File: src/rtl/chord_sequencer.sv
// chord_sequencer: walks the song ROM and feeds note events to
// three voice players, pacing playback with 1/48 s beat pulses.
module chord_sequencer #(
  parameter int ADDR_W = 7
) (
  input  logic              clk,
  input  logic              reset,
  input  logic              play_enable,
  input  logic              restart,
  input  logic              beat,
  output logic [ADDR_W-1:0] rom_addr,
  input  logic [15:0]       rom_data,
  input  logic              done_with_note1,
  input  logic              done_with_note2,
  input  logic              done_with_note3,
  output logic [5:0]        note_to_load1,
  output logic [5:0]        note_to_load2,
  output logic [5:0]        note_to_load3,
  output logic [5:0]        duration_to_load1,
  output logic [5:0]        duration_to_load2,
  output logic [5:0]        duration_to_load3,
  output logic              load_new_note1,
  output logic              load_new_note2,
  output logic              load_new_note3,
  output logic              song_done
);

  typedef enum logic [2:0] {
    S_IDLE,
    S_FETCH,
    S_DECODE,
    S_DISPATCH,
    S_ADVANCE,
    S_DONE
  } state_t;

  state_t              r_state;
  state_t              w_next;
  logic [ADDR_W-1:0]   r_addr;
  logic [ADDR_W-1:0]   w_addr_nx;
  logic [ADDR_W-1:0]   w_addr_inc;
  logic [5:0]          r_cnt;
  logic [5:0]          w_cnt_nx;
  logic [1:0]          r_voice;
  logic [5:0]          r_wnote;
  logic [5:0]          r_wdur;
  logic [2:0][5:0]     r_note;
  logic [2:0][5:0]     r_dur;
  logic                w_latch;
  logic                w_adv;
  logic                w_zero;
  logic                w_end;
  logic [2:0]          w_sel;
  logic [2:0]          w_done;
  logic [2:0]          w_load;
  logic                w_unused;

  assign w_unused   = rom_data[12];
  assign w_adv      = rom_data[15];
  assign w_zero     = (rom_data[5:0] == 6'd0);
  assign w_end      = (rom_data[14:13] == 2'd3);
  assign w_addr_inc = r_addr + ADDR_W'(1);
  assign w_done     = {done_with_note3, done_with_note2, done_with_note1};
  assign w_sel      = {r_voice == 2'd2, r_voice == 2'd1, r_voice == 2'd0};

  // Strobe the selected voice only while running and the voice is idle
  always_comb begin
    w_load = 3'b000;
    if (r_state == S_DISPATCH && play_enable && !restart)
      w_load = w_sel & w_done;
  end

  // Next-state, address and beat-counter decisions
  always_comb begin
    w_next    = r_state;
    w_addr_nx = r_addr;
    w_cnt_nx  = r_cnt;
    w_latch   = 1'b0;
    if (restart) begin
      w_next    = play_enable ? S_FETCH : S_IDLE;
      w_addr_nx = '0;
      w_cnt_nx  = 6'd0;
    end else if (play_enable) begin
      unique case (r_state)
        S_IDLE:   w_next = S_FETCH;
        S_FETCH:  w_next = S_DECODE;
        S_DECODE: begin
          w_latch = 1'b1;
          unique case (1'b1)
            w_adv && w_zero: begin
              w_addr_nx = w_addr_inc;
              w_next    = S_FETCH;
            end
            w_adv && !w_zero: begin
              w_cnt_nx = rom_data[5:0];
              w_next   = S_ADVANCE;
            end
            !w_adv && w_end: w_next = S_DONE;
            default:         w_next = S_DISPATCH;
          endcase
        end
        S_DISPATCH: begin
          if (|w_load) begin
            w_addr_nx = w_addr_inc;
            w_next    = S_FETCH;
          end
        end
        S_ADVANCE: begin
          if (beat) begin
            w_cnt_nx = r_cnt - 6'd1;
            if (r_cnt == 6'd1) begin
              w_addr_nx = w_addr_inc;
              w_next    = S_FETCH;
            end
          end
        end
        S_DONE:  w_next = S_DONE;
        default: w_next = S_IDLE;
      endcase
    end
  end

  // State, address, counter, decoded word and per-voice registers
  always_ff @(posedge clk or negedge reset) begin
    if (!reset) begin
      r_state <= S_IDLE;
      r_addr  <= '0;
      r_cnt   <= 6'd0;
      r_voice <= 2'd0;
      r_wnote <= 6'd0;
      r_wdur  <= 6'd0;
      r_note  <= '0;
      r_dur   <= '0;
    end else begin
      r_state <= w_next;
      r_addr  <= w_addr_nx;
      r_cnt   <= w_cnt_nx;
      if (w_latch) begin
        r_voice <= rom_data[14:13];
        r_wnote <= rom_data[11:6];
        r_wdur  <= rom_data[5:0];
      end
      for (int i = 0; i < 3; i++) begin
        if (w_load[i]) begin
          r_note[i] <= r_wnote;
          r_dur[i]  <= r_wdur;
        end
      end
    end
  end

  assign rom_addr = r_addr;
  assign song_done = (r_state == S_DONE);
  assign load_new_note1 = w_load[0];
  assign load_new_note2 = w_load[1];
  assign load_new_note3 = w_load[2];
  assign note_to_load1 = w_load[0] ? r_wnote : r_note[0];
  assign note_to_load2 = w_load[1] ? r_wnote : r_note[1];
  assign note_to_load3 = w_load[2] ? r_wnote : r_note[2];
  assign duration_to_load1 = w_load[0] ? r_wdur : r_dur[0];
  assign duration_to_load2 = w_load[1] ? r_wdur : r_dur[1];
  assign duration_to_load3 = w_load[2] ? r_wdur : r_dur[2];

endmodule

File: config.mk
export PLATFORM = sky130hd
export DESIGN_NAME = chord_sequencer
export DESIGN_NICKNAME = d
export VERILOG_FILES = /design/src/rtl/chord_sequencer.sv
export SDC_FILE = /design/constraint.sdc
export NUM_CORES = 1
export LEC_CHECK = 0
export ABC_AREA = 1
export CAP_MARGIN = 0
export CORE_MARGIN = 3
export CORE_UTILIZATION = 54
export CTS_BUF_LIST = sky130_fd_sc_hd__clkbuf_16
export CTS_CLUSTER_SIZE = 30
export DETAILED_ROUTE_END_ITERATION = 8
export PLACE_DENSITY = 0.91
export SYNTH_ARGS = -nofsm -noshare
export SYNTH_HDL_FRONTEND = slang
export SYNTH_SLANG_ARGS = --single-unit
File: constraint.sdc
create_clock -name clk -period 2.32 [get_ports clk]
set_input_delay 0.464 -clock clk [delete_from_list [all_inputs] [get_ports clk]]
set_output_delay 0.464 -clock clk [all_outputs]
set_load 0.02 [all_outputs]
# Yosys cells after proc, flatten, opt, wreduce, memory -nomap -nowiden
# Index checks and enable logic that the tools add are counted.
[totals]
elab_cells = 77
register_bits = 66
input_bits = 24
[op_classes]
n_reduce_logical = 18
n_addsub = 2
eq_ne = 14
mux = 30
bitwise_logic = 1
[ops]
columns = ["operator", "n"]
rows = [
  ["$mux W6", 10],
  ["$mux W7", 6],
  ["$pmux W7 S3", 1],
  ["$mux W3", 6],
  ["$pmux W3 S6", 1],
  ["$ne A3 B3 Y1 const B", 4],
  ["$pmux W6 S2", 1],
  ["$pmux W3 S3", 1],
  ["$reduce_and A4 Y1", 2],
  ["$add A7 B1 Y7 const B", 1],
  ["$eq A3 B2 Y1 const B", 2],
  ["$eq A3 B3 Y1 const B", 2],
  ["$eq A6 B1 Y1 const B", 1],
  ["$logic_not A6 Y1", 1],
  ["$reduce_and A6 Y1", 1],
  ["$sub A6 B1 Y6 const B", 1],
  ["$logic_and A1 B1 Y1", 5],
  ["$eq A2 B2 Y1 const B", 2],
  ["$mux W1", 4],
  ["$reduce_bool A4 Y1", 1],
  ["$and A3 B3 Y3", 1],
  ["$eq A3 B1 Y1 const B", 1],
  ["$logic_not A1 Y1", 3],
  ["$logic_not A3 Y1", 1],
  ["other kinds (6)", 6],
]

# Logic depth before layout (Yosys ltp)
[depth]
word_depth = 9
mapped_depth = 10
mapped_depth_nobuf = 9

# Worst setup path after synthesis
# Ideal clock, no wire load.
[synth_timing]
kind = "input -> output"
start = "in restart"
end = "out duration_to_load1[0]"
arrival_time_ps = 1712
cell_stages = 7
slack_ps = 144
path_cell_list = "buf_4 -> nor2_1 -> nand2_2 -> nor2_2 -> inv_2 -> buf_2 -> o21ai_1"
[synth_between]
elab_chain_cells = 4
[synth_rtl]
columns = ["item", "line_no", "text"]
rows = [
  ["start, declared", "9", "input logic restart,"],
  ["$logic_not A1 Y1", "69", "if (r_state == S_DISPATCH && play_enable && !restart)"],
  ["$logic_and A1 B1 Y1", "69", ""],
  ["$mux W3", "69", ""],
  ["net load_new_note1", "22", "output logic load_new_note1,"],
  ["$mux W6", "--", ""],
  ["end, declared", "19", "output logic [5:0] duration_to_load1,"],
]
# The timed path passes the listed nets, and every way through them passes these cells.

# Final worst setup path
[layout_timing]
start = "in done_with_note3"
end = "out duration_to_load3[0]"
[layout_between]
elab_chain_cells = 3
[layout_rtl]
columns = ["item", "line_no", "text"]
rows = [
  ["start, declared", "15", "input logic done_with_note3,"],
  ["$and A3 B3 Y3", "70", "w_load = w_sel & w_done;"],
  ["$mux W3", "69", ""],
  ["$mux W6", "--", ""],
  ["end, declared", "21", "output logic [5:0] duration_to_load3,"],
]
# No other way between the ends.

==> results.toml <==
[grt]
grt_pass1_wl_um = 14860
grt-ovfl-total = 0
antenna_found_initial = 0
grt_max_degree = 40
grt_pass1_vias = 2984
grt_use_total_pct = 30.18

[synthesis]
ys_seq_area_share_pct = 53.55
synthTopCellsByCount = "nand2_1 (87), dfrtp_1 (66), o21ai_1 (49)"
synth_nets = 406
synth_most_common_cell = "nand2_1"
avgSynthCellArea_um2 = 8.138
ys_seq_elements = 66
synthTopCellsByArea = "dfrtp_1 (54%), nand2_1 (11%), o21ai_1 (8.0%)"
ys_types = 24
yosysTopAreaCellShare_pct = 53.55
syn-cell-area_um2 = 3084
synth-edff-count = 0
postSynth.asyncResetShare_pct = 100.0
synthFlopType = "dfrtp_1"
synth_area_leader_cell = "dfrtp_1"
yosysWarnings = 0
syn_inst = 379

[floorplan]
start_util_pct = 58.16
io_pins = 71
die_h_um = 81.58
coreArea_um2 = 5303
row_count = 26
die_w_um = 81.58
die-area_um2 = 6654

[run_status]
outcome = "finished, final reports clean"

[worst_setup_path]
r2r_cells = 7
critPathLaunch = "done_with_note3"
reg2reg_slack_ps = 570
reg2reg_from = "r_state[2]"
critPathCaptureType = "output port"
regToRegEndpoint = "r_wnote[0]"
cp.required_ps = 1860
critPathMaxFanout = 24
crit_type = "in -> out"
critPathArrivalTime_ps = 1820
critPathLaunchType = "input pin"

[placed_design]
dpl_cell_area_um2 = 3943
dp_slack_ps = -600.9
gp_congestion = 0.8774
port_buffers = 69
dpl.hpwl_um = 5684

[route]
wl_per_cell_um = 17.30
vias = 3076
wl_um = 9550
drt-initial-drc-count = 250
vias_per_cell = 5.572
drc = 0
dr.pass1.iters = 5
antenna_left = 0

[pwr]
power.leakage_uw = 0.002266
vdd_drop_max_uv = 541.6
pwr_density_cell_nw_per_um2 = 993.2

[sta]
tightest_slew_ps = 651.8
finalCritPeriodShare_pct = 98.28
setup_violations = 0
fin_ws_ps = 39.83
rsz0062_at_grt = "no"
finClkSkew_ps = 10.15
hold_viol = 0
period_minus_slack_ps = 2280
fmax_mhz = 438.6
setup-tns-final_ps = 0
drv_slew = 0
max_slew_margin_pct = 56.55

[layout]
drive_gt1_share_pct = 27.18
num-nets-final = 504
area_growth_syn_to_layout_pct = 41.22
antennaDiodeCount = 0
fill_cells = 311
design_area_um2 = 4355
fin_util_pct = 82.14

[clock_network]
ctsHoldBuffers = 0
clock-root-buffer = "clkbuf_16"
h-tree-depth = 3
cts_buffers = 9
cts.sinks = 66
worstSkewPairLatency_ps = 330
path_clk_slew_ps = 60
clk_path_buf_depth = 2
cts_tree = "done"

[hold_path]
hold_class = "in -> async"

[job]
cap_violations = 0
through the flow:
step / power, uW / hold WS (ps) / std cells
5_1_grt: 4532 / 197.9 / 552
2_1_floorplan: 2377 / 168.4 / 379
6_report: 4326 / 152.4 / 552
3_5_place_dp: 2993 / 481.6 / 524
3_3_place_gp: 2931 / 474.0 / 524
4_1_cts: 4233 / 171.5 / 552
layer usage:
layer	track usage, %	part of all wire [%]	up-vias
li1	-	-	1417
met1	35.24	39	1486
met2	54.40	51	142
met3	5.702	6.9	31
met4	12.13	2.9	0
met5	0	0	-
flip-flops by register name, indices dropped and copies added (netlist names):
| register | cells |
|---|---|
| r_dur | 18 |
| r_voice | 2 |
| r_wnote | 6 |
| r_wdur | 6 |
| r_cnt | 6 |
| rom_addr | 7 |
| r_note | 18 |
| r_state | 3 |
timing repair:
action                                  in CTS  in global routing
setup buffers                               10                  0
endpoints found under the setup margin      39                 21
pin swaps                                    5                  2
gates cloned                                 2                  0
resized for setup                          215                  8
worst max-delay path, stage by stage:
cell and delay, ps:
clkdlybuf4s50_1 470, nand3_1 150, nor2_4 190, inv_6 110
o21ai_1 230, buf_4 200
power breakdown:
group	internal [uW]	switching (uW)	leakage [uW]	total, uW
clock	709	508	0.000130	1220
combinational	534	976	0.00127	1510
sequential	1440	157	0.000864	1600
cell type report:
class	count	area [um2]	share of cell area (%)
Multi-Input combinational cell	255	1335	30.65
Clock buffer	9	225.2	5.171
Sequential cell	66	1652	37.92
Inverter	46	190.2	4.367
Tap cell	70	87.58	2.011
Timing Repair Buffer	97	815.8	18.73
Clock inverter	7	37.54	0.8618
Timing Repair inverter	2	12.51	0.2873
kinds of logic after synthesis:
| group | synth area share [%] |
|---|---|
| flip-flops | 53.55 |
| buffers and inverters | 7.627 |
| XOR/XNOR | 0.5681 |
| adder cells (fa/ha/maj) | 1.217 |
| AND/OR/NAND/NOR | 22.56 |
| AO/OA/AOI/OAI | 14.48 |
layout by cell type, fill, tap and decap left out, drive strengths merged:
master         count
nand4              1
a32oi              1
dlygate4sd2        4
a21oi             18
xor2               1
xnor2              1
o211ai             1
buf               65
clkdlybuf4s15      1
nor3               1
nand2             91
o21bai             7
dlymetal6s2s       2
clkinvlp           2
nor2              48
inv               48
dfrtp             66
clkinv             5
o21ai             56
nand3             25
ha                 3
clkdlybuf4s50     25
clkbuf             9
a22oi              1
worst max path at each step:
stage | cells after the start | endpoint | slack (ps)
3_5_place_dp | 8 | note_to_load2[1] | -600
2_1_floorplan | 7 | duration_to_load1[0] | 140
3_3_place_gp | 8 | duration_to_load2[2] | -550
4_1_cts | 7 | duration_to_load2[4] | 50
5_1_grt | 6 | duration_to_load3[0] | 10
6_report | 6 | duration_to_load3[0] | 40
No activity file was read; power rests on OpenSTA's default activity.
